### src/rtl/imem_loader_pkg.sv
// imem_loader shared types: FSM state encoding and stream framing sizes.
package imem_loader_pkg;

  typedef enum logic [2:0] {
    S_IDLE,
    S_HDR,
    S_DATA,
    S_WRITE,
    S_DONE,
    S_ERR
  } state_e;

  localparam logic [2:0] HDR_BYTES  = 3'd2;
  localparam logic [2:0] WORD_BYTES = 3'd4;

endpackage

### src/rtl/byte_packer.sv
// MSB-first byte shift register; word_full marks the shift that completes
// a group of nbytes, after which the byte counter restarts.
module byte_packer (
  input  logic        CLK,
  input  logic        RST,
  input  logic        clr,
  input  logic        shift,
  input  logic [2:0]  nbytes,
  input  logic [7:0]  din,
  output logic [31:0] word,
  output logic        word_full
);

  logic [2:0] cnt;

  assign word_full = shift && (cnt == nbytes - 3'd1);

  always_ff @(posedge CLK) begin
    if (!RST) begin
      cnt  <= 3'd0;
      word <= 32'd0;
    end else begin
      if (clr)
        cnt <= 3'd0;
      else if (shift)
        cnt <= word_full ? 3'd0 : cnt + 3'd1;
      if (shift)
        word <= {word[23:0], din};
    end
  end

endmodule

### src/rtl/imem_loader.sv
// Boot loader: streams a counted, big-endian program into the instruction
// memory while stalling the CPU, then returns the address port to fetch.
module imem_loader
  import imem_loader_pkg::*;
#(
  parameter int IMEM_SIZE = 128
) (
  input  logic        CLK,
  input  logic        RST,
  input  logic        load_start,
  input  logic        in_valid,
  input  logic [7:0]  in_data,
  output logic        in_ready,
  input  logic [31:0] cpu_pc,
  output logic [31:0] im_pc,
  output logic [31:0] im_wdata,
  output logic        im_we,
  output logic        cpu_run,
  output logic        busy,
  output logic        error,
  output logic [15:0] words_loaded
);

  localparam int AW =
    ($clog2(IMEM_SIZE) + 2 < 8) ? 8 : $clog2(IMEM_SIZE) + 2;

  state_e        state, state_n;
  logic [15:0]   count;
  logic [AW-1:0] addr;
  logic [31:0]   pk_word;
  logic          pk_full;
  logic          accept;
  logic          start;
  logic [15:0]   hdr;
  logic          hdr_ok;
  logic          last_word;

  assign accept    = in_valid && in_ready;
  assign start     = load_start &&
                     (state inside {S_IDLE, S_DONE, S_ERR});
  // header is decided on the second byte, before it lands in the packer
  assign hdr       = {pk_word[7:0], in_data};
  assign hdr_ok    = (hdr != 16'd0) && (hdr <= 16'(IMEM_SIZE));
  assign last_word = (words_loaded + 16'd1 == count);

  assign im_wdata = pk_word;
  assign im_pc    = busy ? 32'(addr) : cpu_pc;

  byte_packer u_pack (
    .CLK       (CLK),
    .RST       (RST),
    .clr       (start),
    .shift     (accept),
    .nbytes    ((state == S_HDR) ? HDR_BYTES : WORD_BYTES),
    .din       (in_data),
    .word      (pk_word),
    .word_full (pk_full)
  );

  always_comb begin
    state_n = state;
    unique case (state)
      S_IDLE:
        if (start) state_n = S_HDR;
      S_HDR:
        if (pk_full) state_n = hdr_ok ? S_DATA : S_ERR;
      S_DATA:
        if (pk_full) state_n = S_WRITE;
      S_WRITE:
        state_n = last_word ? S_DONE : S_DATA;
      S_DONE, S_ERR:
        if (start) state_n = S_HDR;
      default:
        state_n = S_IDLE;
    endcase
  end

  always_ff @(posedge CLK) begin
    if (!RST) begin
      state        <= S_IDLE;
      in_ready     <= 1'b0;
      im_we        <= 1'b0;
      cpu_run      <= 1'b0;
      busy         <= 1'b0;
      error        <= 1'b0;
      words_loaded <= 16'd0;
      count        <= 16'd0;
      addr         <= '0;
    end else begin
      state    <= state_n;
      busy     <= state_n inside {S_HDR, S_DATA, S_WRITE};
      in_ready <= state_n inside {S_HDR, S_DATA};
      im_we    <= (state_n == S_WRITE);
      cpu_run  <= (state_n == S_DONE);
      error    <= (state_n == S_ERR);
      if (start)
        words_loaded <= 16'd0;
      if (state == S_HDR && pk_full) begin
        count <= hdr;
        if (hdr_ok) begin
          words_loaded <= 16'd0;
          addr         <= '0;
        end
      end
      if (state == S_WRITE) begin
        addr         <= addr + AW'(4);
        words_loaded <= words_loaded + 16'd1;
      end
    end
  end

endmodule

### config.mk
export PLATFORM = sky130hd
export DESIGN_NAME = imem_loader
export DESIGN_NICKNAME = d
export VERILOG_FILES = /design/src/rtl/imem_loader_pkg.sv /design/src/rtl/byte_packer.sv /design/src/rtl/imem_loader.sv
export SDC_FILE = /design/constraint.sdc
export NUM_CORES = 1
export LEC_CHECK = 0
export CAP_MARGIN = 30
export CELL_PAD_IN_SITES_DETAIL_PLACEMENT = 0
export CELL_PAD_IN_SITES_GLOBAL_PLACEMENT = 1
export CORE_MARGIN = 5
export CORE_UTILIZATION = 25
export DETAILED_ROUTE_END_ITERATION = 12
export DONT_BUFFER_PORTS = 1
export HOLD_SLACK_MARGIN = 0.15
export PLACE_DENSITY_LB_ADDON = 0.1
export SYNTH_ARGS = -nofsm -noshare
export SYNTH_HDL_FRONTEND = slang
export SYNTH_SLANG_ARGS = --single-unit
### constraint.sdc
create_clock -name CLK -period 5.9 [get_ports CLK]
set_clock_uncertainty 0.1 [all_clocks]
set_input_delay 1.475 -clock CLK [delete_from_list [all_inputs] [get_ports CLK]]
set_output_delay 1.475 -clock CLK [all_outputs]
set_load 0.005 [all_outputs]
# Word level (Yosys, flattened, before mapping)
# Index checks and enable logic that the tools add are counted.
# classes
addsub	4
magnitude_cmp	1
n_eq_ne	12
mux	16
n_bitwise	1
n_reduce_logical	15
# ops
operator	n
$mux W16	4
$mux W32	1
$mux W9	3
$mux W3	7
$add A16 B1 Y16 const B	1
$eq A16 B16 Y1	1
$le A16 B8 Y1 const B	1
$reduce_bool A16 Y1	1
$eq A3 B2 Y1 const B	4
$eq A3 B3 Y1 const B	4
$pmux W3 S4	1
$add A9 B3 Y9 const B	1
$eq A3 B1 Y1 const B	2
$reduce_bool A2 Y1	3
$reduce_bool A3 Y1	2
$logic_and A1 B1 Y1	5
$add A3 B1 Y3 const B	1
$eq A3 B3 Y1	1
$logic_not A3 Y1	1
$reduce_or A3 Y1	1
$sub A3 B1 Y3 const B	1
$reduce_and A2 Y1	1
$reduce_or A2 Y1	1
$not A1 Y1	1
# totals
ff_bits	84
output_inout_bits	85

# Longest topological paths before layout
# depth
depth_word	9
ltp_mapped	9
ltp_nobuf	8

# By module
# Synthesis repeated with hierarchy kept, for this count alone.
# hier_totals
hier_cells	487
area_unflattened_um2	4246.6
# by_module_without_submodules
module	n_inst	cells_each	area_per_inst_um2	seq_area_each_um2
imem_loader	1	365	2835.2	940.9
byte_packer	1	122	1411.4	700.7

# Least setup slack after synthesis
# No wires, ideal clock.
# synth_path
kind	input to register
start	in in_data[3]
end	reg words_loaded[15]
setup_time_ps	128
arrival_ps	3427
required_ps	5672
slack_ps	2246
cell_stages	8
path_cell_list	or4_1 o41a_1 or4_1 nand3_1 buf_2 o21ai_0 a21oi_1 nor2_1
# synth_via
elab_chain_cells	5
word_cells_on_any_way	6
# synth_lines
item	line	text
from (decl)	imem_loader.sv:12	input logic [7:0] in_data,
$le A16 B8 Y1 or $reduce_bool A16 Y1 (tied branches)	imem_loader.sv:43	assign hdr_ok = (hdr != 16'd0) && (hdr <= 16'(IMEM_SIZE));
$logic_and A1 B1 Y1 (*)	imem_loader.sv:43	
$mux W16 (*)	imem_loader.sv:100	if (hdr_ok) begin
$mux W16 (*)	imem_loader.sv:98	if (state == S_HDR && pk_full) begin
$mux W16 (*)	imem_loader.sv:105	if (state == S_WRITE) begin
to (signal assigned)	imem_loader.sv:107	words_loaded <= words_loaded + 16'd1;
to (decl)	imem_loader.sv:21	output logic [15:0] words_loaded
# Mark *: on every way between the ends. The rest lies on a longest branch, timed or not.
# A chain may end at the register's enable or synchronous reset.

# Final worst setup path
# layout_path
start	in in_valid
end	reg words_loaded[3]
# layout_via
elab_chain_cells	5
# layout_lines
item	line	text
from (decl)	imem_loader.sv:11	input logic in_valid,
$logic_and A1 B1 Y1	imem_loader.sv:38	assign accept = in_valid && in_ready;
$logic_and A1 B1 Y1	byte_packer.sv:16	assign word_full = shift && (cnt == nbytes - 3'd1);
$logic_and A1 B1 Y1	imem_loader.sv:98	
$mux W16	imem_loader.sv:98	
$mux W16	imem_loader.sv:105	
# No other way between the ends.

==> impl_results.md <==
* Via count at 3531
* Root buffer cell: clkbuf_16
* Initial antenna violation count at 0
* Hold WC Path Type: reg2reg
* Commonest non-fill, non-tap cell in the layout: nand2_1
* FFs w/ async S/R, synth at 0
* Routed length per instance at 17.7 µm
* Minimum clock period at 4.01 ns
* Clk pwr share at 0.459
* Pins over their slew limit at 0
* Register area at approximately 1600 µm²
* Area occupied by multi-input gates at between 2000 and 2500 µm²
* DRT Pass-1 Iters at 4
* Post-synthesis sequential area ratio at 0.401
* Crit Path Max Fanout at 18
* Ys Warns at 0
* Area grow syn2layout at 12.2%
* Fmax at 249 MHz
* Outcome: completed
* Final Setup Violations at 0
* DP Area at about 4300 µm²
* Maximum root-to-sink buffer count at 2
* Worst-Margin Slew at 0.934 ns
* CTS HTree Levels at 3
* Hold_buf cts at 0
* Core Region at approximately 16000 µm²
* NetSw at 0.000281 W
* Netlist cell types at 53
* EDFF count, synth at 0
* Initial cell density of the core at 0.257
* Final HPWL DP at 9200 µm
* Pint at 0.000889 W
* Leakage at 1.66 nW
* Gate Count Post-Synth at 515
* Fin nets at between 500 and 600
* Worst Hold Depth at 2
* Final worst path period share at 0.680
* Vias in the first global route at 3347
* Max VDD drop at 134 µV
* Sequential Power Share at 0.485
* Die extent in x at 138 µm
* Sw Ratio at 0.240
* Row cnt at 46
* DRT Wirelength at roughly 13000 µm
* Total CTS buffers at 9
* Iter 0 DRT Violations at around 160
* Clock sink total at 82
* Largest net degree at the start of global routing at 72
* Worst Setup Start Kind: primary input
* CTS clk-pin slew, worst paths at 0.06 ns
* GR Overflow Total at 0
* # fillers at 1740
* Post-CTS Setup Inserts at 0
* Die H at ~140 µm
* Layout Cell Area excl Fill at between 4000 and 5000 µm²
* Die Area at 19000 µm²
* Net count after synthesis at 562
* Syn_area_per_cell at roughly 7.9 µm²
* WS Path Type: in2reg
* Critical Path AT at 4.11 ns
* Setup crit end kind: flop
* Cell area after synthesis at 4090 µm²
* R2R cell count at 7
* CTS tree: yes
* Routed Antenna Nets at 0
* Unrepaired setup endpoints after global routing: false
* DRC viols at 0
* Top_reg_cell synth: dfxtp_1
* Max capacitance violation total at 0
* PortBufs at 0
* Gr usage total at 0.130
* # resized after CTS at 0
* Commonest non-fill, non-tap cells in the layout: 90 x nand2_1, 82 x dfxtp_1, 53 x nor2_1, 53 x a21oi_1, 29 x nor2b_1
* Pwr per Cell Area at about 250 nW/µm²
* Worst-Skew Late Latency at 0.34 ns
* Ant. Diodes at 0
* Req. time, crit path at 6.00 ns
* GPL Wtd Cong at 0.768
* Global-route wire length before repair at 19200 µm
* Share of layout cells above drive strength 1 at 0.0714
* Synthesized flop and latch total at 82
* Combinational Power Share at 0.056
* Relative slew slack at 0.378
* Total negative slack at 0 ns
* Avg Vias per Cell at 4.90
* Io pins at 129
* Final Hold Viols at 0
[state kept, by name, indices dropped and copies added (netlist names)]
register / count
im_we: 1
u_pack.cnt: 3
addr: 7
in_ready: 1
busy: 1
cpu_run: 1
words_loaded: 16
u_pack.word: 32
state: 3
count: 16
error: 1
[layout make-up]
type	instances	share of cell area
Clock inverter	2	0.00273
Clock buffer	13	0.0567
Timing Repair Buffer	6	0.0185
Multi-Input combinational cell	396	0.501
Inverter	5	0.00409
Sequential cell	82	0.358
Tap cell	216	0.0589
[cell usage after synthesis, drive strengths merged (7+ instances only)]
cell type  number  area [µm²]
a21oi          53         265
and3            8        50.1
buf            10        47.6
clkbuf         22        82.6
dfxtp          82        1640
mux2            7        78.8
mux2i          16         160
nand2          90         338
nand3          11        55.1
nand4           7        58.8
nor2           53         199
nor2b          29         181
nor3           14        75.1
o21ai          17        85.1
or4             8        65.1
xnor2          15         131
xor2           10        87.6
[power groups by stage]
stage          sequential, W  clock, W  combinational (W)
3_5_place_dp        0.000583         0          0.0000610
5_1_grt             0.000568  0.000580          0.0000730
3_3_place_gp        0.000583         0          0.0000590
4_1_cts             0.000571  0.000561          0.0000613
6_report            0.000567  0.000537          0.0000657
2_1_floorplan       0.000576         0          0.0000490
[stage by stage]
| step | setup WS, ns | total power [W] | cells | hold slack (ns) | utilization |
|---|---|---|---|---|---|
| 2_1_floorplan | 2.25 | 0.000625 | 515 | 0.353 | - |
| 3_3_place_gp | 1.57 | 0.000642 | 703 | 0.372 | 0.267 |
| 3_5_place_dp | 1.49 | 0.000644 | 704 | 0.377 | 0.269 |
| 4_1_cts | 1.87 | 0.00119 | 719 | 0.384 | 0.286 |
| 5_1_grt | 1.67 | 0.00122 | 720 | 0.399 | 0.288 |
| 6_report | 1.89 | 0.00117 | 720 | 0.377 | 0.288 |
[metal layers]
metal,vias to the layer above,track usage,wire length (µm)
li1,1746,-,-
met5,-,0,0
met1,1672,0.170,5720
met3,12,0.0454,997
met4,0,0.0467,191
met2,101,0.200,5840
[logic make-up after synthesis]
| kind of cell | Yosys count | share of synthesized area |
|---|---|---|
| muxes | 23 | 0.0584 |
| AOI/OAI and AO/OA | 92 | 0.134 |
| adders and majority gates | 3 | 0.00918 |
| and+or+nand+nor | 253 | 0.307 |
| xor gates and xnor gates | 25 | 0.0535 |
| buffers and inverters | 37 | 0.0364 |
| DFF | 82 | 0.401 |
[final timing paths]
check                                      from              end  slack [ns]
worst max register to register         state[0]  words_loaded[3]        2.55
worst min register to register  u_pack.word[29]  u_pack.word[29]        0.38
worst max-delay path                   in_valid  words_loaded[3]        1.89
worst min-delay path            u_pack.word[29]  u_pack.word[29]        0.38
[critical path: stages]
cell and delay [ns]:
nand4b_1 0.15, or4_1 0.87, or4_1 0.77, nand3_1 0.41, o21ai_0 0.20, a21oi_1 0.18, nor2_1 0.05
(Power assumes the default switching activity.)
